===== src/rtl/fetch_queue.sv =====
// Decoupled RV32 instruction-fetch front end: DEPTH-entry in-order queue with redirect flush.
// Define FETCH_QUEUE_PERF_EN to add the perfEmptyCycles_o / perfDropped_o counters.
module fetch_queue #(
  parameter int unsigned DEPTH    = 4,
  parameter logic [31:0] RESET_PC = 32'h0000_0000
) (
  input  logic        clk_i,
  input  logic        reset_i,
  input  logic        redirect_i,
  input  logic [31:0] redirectPC_i,
  output logic        IMemReqValid_o,
  input  logic        IMemReqReady_i,
  output logic [31:0] IMemAddr_o,
  input  logic        IMemRspValid_i,
  input  logic [31:0] IMemRspData_i,
  output logic        FD_valid_o,
  input  logic        FD_ready_i,
  output logic [31:0] FD_PC_o,
  output logic [31:0] FD_instr_o
`ifdef FETCH_QUEUE_PERF_EN
  ,
  output logic [31:0] perfEmptyCycles_o,
  output logic [31:0] perfDropped_o
`endif
);

  localparam int unsigned PW = $clog2(DEPTH);
  localparam int unsigned CW = PW + 1;
  localparam logic [CW:0] DEPTH_W = (CW+1)'(DEPTH);

  typedef logic [PW-1:0] ptr_t;
  typedef logic [CW-1:0] cnt_t;

  logic [31:0]      fetch_pc_q, fetch_pc_d;
  logic [31:0]      slot_pc_q    [DEPTH];
  logic [31:0]      slot_pc_d    [DEPTH];
  logic [31:0]      slot_instr_q [DEPTH];
  logic [31:0]      slot_instr_d [DEPTH];
  logic [DEPTH-1:0] slot_filled_q, slot_filled_d;
  ptr_t             head_q, head_d;
  ptr_t             fill_q, fill_d;
  ptr_t             tail_q, tail_d;
  cnt_t             alloc_q, alloc_d;
  cnt_t             drop_q, drop_d;

  cnt_t             filled_cnt;
  cnt_t             unfilled_cnt;
  cnt_t             drop_sum;
  logic [CW:0]      credit_sum;
  logic             req_fire;
  logic             rsp_drop;
  logic             rsp_fill;
  logic             deq;

  always_comb begin
    filled_cnt = '0;
    for (int i = 0; i < DEPTH; i++) begin
      filled_cnt = filled_cnt + cnt_t'(slot_filled_q[i]);
    end
  end

  // Requests issued but not yet answered; these become stale on a redirect.
  assign unfilled_cnt = alloc_q - filled_cnt;
  assign credit_sum   = {1'b0, alloc_q} + {1'b0, drop_q};

  assign IMemReqValid_o = !reset_i && !redirect_i && (credit_sum < DEPTH_W);
  assign IMemAddr_o     = reset_i ? RESET_PC : fetch_pc_q;
  assign FD_valid_o     = !reset_i && !redirect_i && slot_filled_q[head_q];
  assign FD_PC_o        = reset_i ? '0 : slot_pc_q[head_q];
  assign FD_instr_o     = reset_i ? '0 : slot_instr_q[head_q];

  assign req_fire = IMemReqValid_o && IMemReqReady_i;
  assign rsp_drop = IMemRspValid_i && (drop_q != '0);
  assign rsp_fill = IMemRspValid_i && (drop_q == '0) && (unfilled_cnt != '0);
  assign deq      = FD_valid_o && FD_ready_i;
  assign drop_sum = drop_q + unfilled_cnt;

  always_comb begin
    fetch_pc_d    = fetch_pc_q;
    slot_pc_d     = slot_pc_q;
    slot_instr_d  = slot_instr_q;
    slot_filled_d = slot_filled_q;
    head_d        = head_q;
    fill_d        = fill_q;
    tail_d        = tail_q;
    alloc_d       = alloc_q;
    drop_d        = drop_q;
    if (redirect_i) begin
      slot_filled_d = '0;
      head_d        = '0;
      fill_d        = '0;
      tail_d        = '0;
      alloc_d       = '0;
      // A response arriving now is the oldest outstanding one and is already consumed.
      if (IMemRspValid_i && (drop_sum != '0)) drop_d = drop_sum - cnt_t'(1);
      else                                    drop_d = drop_sum;
      fetch_pc_d = {redirectPC_i[31:2], 2'b00};
    end else begin
      if (req_fire) begin
        slot_pc_d[tail_q]     = fetch_pc_q;
        slot_filled_d[tail_q] = 1'b0;
        tail_d                = tail_q + 1'b1;
        fetch_pc_d            = fetch_pc_q + 32'd4;
      end
      if (rsp_drop) drop_d = drop_q - 1'b1;
      if (rsp_fill) begin
        slot_instr_d[fill_q]  = IMemRspData_i;
        slot_filled_d[fill_q] = 1'b1;
        fill_d                = fill_q + 1'b1;
      end
      if (deq) begin
        slot_filled_d[head_q] = 1'b0;
        head_d                = head_q + 1'b1;
      end
      alloc_d = alloc_q + cnt_t'(req_fire) - cnt_t'(deq);
    end
  end

  always_ff @(posedge clk_i) begin
    if (reset_i) begin
      fetch_pc_q    <= RESET_PC;
      slot_filled_q <= '0;
      head_q        <= '0;
      fill_q        <= '0;
      tail_q        <= '0;
      alloc_q       <= '0;
      drop_q        <= '0;
      for (int i = 0; i < DEPTH; i++) begin
        slot_pc_q[i]    <= '0;
        slot_instr_q[i] <= '0;
      end
    end else begin
      fetch_pc_q    <= fetch_pc_d;
      slot_pc_q     <= slot_pc_d;
      slot_instr_q  <= slot_instr_d;
      slot_filled_q <= slot_filled_d;
      head_q        <= head_d;
      fill_q        <= fill_d;
      tail_q        <= tail_d;
      alloc_q       <= alloc_d;
      drop_q        <= drop_d;
    end
  end

`ifdef FETCH_QUEUE_PERF_EN
  logic [31:0] perf_empty_q;
  logic [31:0] perf_drop_q;
  logic        rsp_discard;

  // Responses swallowed by a redirect in the same cycle are discarded too.
  assign rsp_discard = rsp_drop || (IMemRspValid_i && redirect_i && (unfilled_cnt != '0));

  always_ff @(posedge clk_i) begin
    if (reset_i) begin
      perf_empty_q <= '0;
      perf_drop_q  <= '0;
    end else begin
      if (!FD_valid_o && (perf_empty_q != 32'hFFFF_FFFF)) perf_empty_q <= perf_empty_q + 32'd1;
      if (rsp_discard && (perf_drop_q != 32'hFFFF_FFFF)) perf_drop_q <= perf_drop_q + 32'd1;
    end
  end

  assign perfEmptyCycles_o = perf_empty_q;
  assign perfDropped_o     = perf_drop_q;
`endif

endmodule


===== config.mk =====
export PLATFORM = sky130hd
export DESIGN_NAME = fetch_queue
export DESIGN_NICKNAME = d
export VERILOG_FILES = /design/src/rtl/fetch_queue.sv
export SDC_FILE = /design/constraint.sdc
export NUM_CORES = 1
export LEC_CHECK = 0
export CAP_MARGIN = 20
export CORE_MARGIN = 2
export CORE_UTILIZATION = 62
export CTS_BUF_LIST = sky130_fd_sc_hd__clkbuf_4 sky130_fd_sc_hd__clkbuf_8
export DETAILED_ROUTE_END_ITERATION = 10
export GPL_TIMING_DRIVEN = 0
export PLACE_DENSITY = 0.9
export SYNTH_ARGS = -nofsm -noshare
export SYNTH_HDL_FRONTEND = slang
export SYNTH_SLANG_ARGS = --single-unit

===== constraint.sdc =====
create_clock -name clk_i -period 9 [get_ports clk_i]
set_input_delay 0.9 -clock clk_i [delete_from_list [all_inputs] [get_ports clk_i]]
set_output_delay 0.9 -clock clk_i [all_outputs]
set_load 0.005 [all_outputs]

==> metrics.csv <==
stage;metric;value;unit
power;VDD IR max;142;uV
finish;most frequent cells in the layout;422 x nand2_1, 294 x dfxtp_1, 269 x a21oi_1, 159 x clkdlybuf4s50_1, 130 x nand3_1;
finish;ant diodes;0;
finish;most common cell after layout, fill and taps aside;nand2_1;
run;maxcap violations;0;
worst_setup_path;Worst EP required;9.49;ns
worst_setup_path;critical-path cell list;fa_1, fa_1, fa_1, inv_1, ha_1, nor2_1, fa_1, xor2_1, a311oi_2, and2_0, clkbuf_1, buf_2, nand2_1, a21oi_1;
clocking;clock slew at reported path FFs;0.07;ns
floorplanning;I/O Pins;168;
clocking;Root Buffer;clkbuf_8;
routing;drt first pass iters;7;
floorplanning;Cell Rows;54;
sta;Final Hold Viols;0;
clocking;Post-CTS Hold Fix Bufs;0;
yosys;leading area contributor after synthesis;dfxtp_1;
yosys;post-synthesis cell count;1664;
global_routing;first-pass GRT wire length;68400;um
min_path;worst hold path class;reg -> reg;
floorplanning;die area;23600;um2
sta;clock skew;0.0363;ns
yosys;register bit total from synthesis;294;
global_routing;number of global-route vias before repair;13700;
clocking;# Post-CTS Setup Buffers;0;
power;pwr dens;164;nW/um2
power;Sw Ratio;26.2;%
clocking;CTS tree;done;
worst_setup_path;CP delay by family, top;adder cells;
yosys;XOR/XNOR share of the synthesized area;0.948;%
routing;Initial DRC Count;1618;
power;P_leak;5.61;nW
routing;antenna viol nets, final;0;
worst_setup_path;CP max stage cell;a311oi_2;
clocking;Post-CTS Resized;0;
sta;Tmin final;4.56;ns
sta;Max Transition Viols Final;0;
floorplanning;Core Footprint;21900;um2
finish;Area Overhead vs Synth;20.9;%
worst_setup_path;CP max stage delay;0.63;ns
worst_setup_path;most used cell, CP;fa_1;
yosys;Synth async-reset ratio;0;%
yosys;Synth Warn #;0;
power;Clock power frac;42.2;%
power;Comb pwr share;9.3;%
yosys;Simple-Gate Fraction of Synth Area;23.7;%
floorplanning;Die Ht;153;um
routing;Vias;13700;
yosys;top cells by area, synth;dfxtp_1 42%, nand2_1 11%, mux4_2 10%;
sta;unrepaired setup endpoints after global routing;no;
yosys;post-synthesis mux area share;10.9;%
yosys;area share of the largest cell type after synthesis;42.5;%
yosys;EDFF count, synth;0;
clocking;Clock Latency Late Sink;0.59;ns
clocking;TritonCTS Buffers;45;
yosys;Post-Syn Area;13900;um2
sta;slew margin rel.;34.8;%
power;switching power;720;uW
global_routing;GR Overflow Total;0;
global_routing;largest net degree at the start of global routing;13;
floorplanning;Initial Utilization;63.3;%
sta;Setup-failing EPs final;0;
floorplanning;Die Span X;153;um
yosys;Syn Area/Cell;8.33;um2
yosys;Seq/Total Area, Yosys;42.5;%
status;run status;finished, final reports clean;
placed_design;pre-CTS WS;4.53;ns
worst_setup_path;Worst Path Max Fanout;10;
placed_design;dpl hpwl;29900;um
routing;post-detailed-routing wire length;43600;um
global_routing;overall routing resource usage;36.0;%
yosys;Unique masters post-synth;52;
yosys;Synth Area in Adders;3.18;%
yosys;Compound-Gate Fraction of Synth Area;13.0;%
routing;vias per std cell;6.27;
routing;WL per Instance;19.9;um
worst_setup_path;Setup CP Type;reg -> reg;
global_routing;antenna violations before repair;1;
sta;Fmax achieved;219;MHz
worst_setup_path;CP bufs+invs;3;
sta;Fin Setup TNS;0;ns
worst_setup_path;crit end category;register;
sta;final period utilization;50.6;%
clocking;H-tree levels;2;
finish;share of cells above drive strength 1;11.2;%
sta;Slew @ Worst Pin;0.978;ns
power;Sequential Power Share;48.4;%
power;Internal;2.03;mW
yosys;largest family of logic cells by synthesized area;simple AND/OR/NAND/NOR gates;
routing;DRC Markers;0;
placed_design;Buffers on Ports;159;
yosys;Main synth FF type;dfxtp_1;
worst_setup_path;CP startpoint kind;register;
worst_setup_path;Arr. time, crit path;5.05;ns
placed_design;RePlAce Congestion;0.923;
clocking;deepest clock path buffer count;3;
finish;final net count;1974;
clocking;clock tree sinks;294;
sta;post-route setup slack;4.44;ns
registers in the layout, summed over array words and instances, names as in the netlist:
name	cells
alloc_q	3
drop_q	3
fetch_pc_q	30
fill_q	2
head_q	2
slot_filled_q	4
slot_instr_q	128
slot_pc_q	120
tail_q	2
cell usage after synthesis, types with 6 or more instances:
cell      count
a22oi_1       7
mux4_2       63
a211oi_1      9
nor2_1       37
nand2_1     422
and2_1        6
clkbuf_1    106
nor2b_1      89
inv_1        23
xnor2_1      11
nand3_1     130
dfxtp_1     294
buf_2        46
fa_1          7
o21ai_0      17
a21oi_1     269
nand4_1      11
a31oi_1      14
ha_1         24
buf_4         6
per-layer routing:
metal	share of wire (%)	vias to the layer above	GRT usage, %
met5	0.044	-	0
met4	6.4	2	22.1
met1	34	6393	42.3
met2	48	1024	60.0
met3	12	240	8.31
li1	-	6075	-
cell type report:
class / instances / area (um2)
clock inverters: 15 / 85.1
multi-input cells: 1184 / 7180
fillers: 1528 / 5140
well taps: 280 / 350
flip-flops and latches: 294 / 5890
inverters: 24 / 90.1
plain buffers: 165 / 716
clock buffers: 68 / 855
repair buffers: 159 / 1590
kinds of logic after synthesis:
family / Yosys count
AO/OA/AOI/OAI: 334
XOR/XNOR: 15
adder cells (fa/ha/maj): 31
buffers and inverters: 189
flip-flops: 294
multiplexers: 71
other: 1
AND/OR/NAND/NOR: 729
worst min-delay path, delay by kind of cell (launching register included):
family	cells	cell delay [ns]
AND/OR/NAND/NOR	1	0.05
flip-flops	1	0.31
AO/OA/AOI/OAI	1	0.05
power groups by stage:
| stage | clock (mW) | sequential (mW) | combinational (mW) |
|---|---|---|---|
| 5_1_grt | 1.21 | 1.33 | 0.272 |
| 3_3_place_gp | 0 | 1.36 | 0.240 |
| 4_1_cts | 1.15 | 1.33 | 0.249 |
| 3_5_place_dp | 0 | 1.36 | 0.248 |
| 6_report | 1.16 | 1.33 | 0.257 |
| 2_1_floorplan | 0 | 1.35 | 0.138 |
per-stage QoR:
stage / instance area [um2] / hold slack (ns) / utilization [%] / power, mW / cells
floorplan: 13900 / 0.433 / - / 1.49 / 1667
global placement: 15800 / 0.438 / 72.2 / 1.60 / 2106
detailed placement: 15800 / 0.444 / 72.2 / 1.61 / 2106
CTS: 16700 / 0.452 / 76.5 / 2.73 / 2189
global route: 16700 / 0.469 / 76.5 / 2.82 / 2189
finish: 16700 / 0.453 / 76.5 / 2.75 / 2189
worst paths after layout:
path,from,cells after the start,slack [ns],end
hold / removal,slot_instr_q[61]$_SDFFE_PP0P_,2,0.45,slot_instr_q[61]$_SDFFE_PP0P_
setup / recovery,slot_filled_q[1]$_SDFF_PP0_,14,4.44,slot_instr_q[54]$_SDFFE_PP0P_
hold reg to reg,slot_instr_q[61]$_SDFFE_PP0P_,2,0.45,slot_instr_q[61]$_SDFFE_PP0P_
setup reg to reg,slot_filled_q[1]$_SDFF_PP0_,14,4.44,slot_instr_q[54]$_SDFFE_PP0P_
No activity file was read; power rests on OpenSTA's default activity.
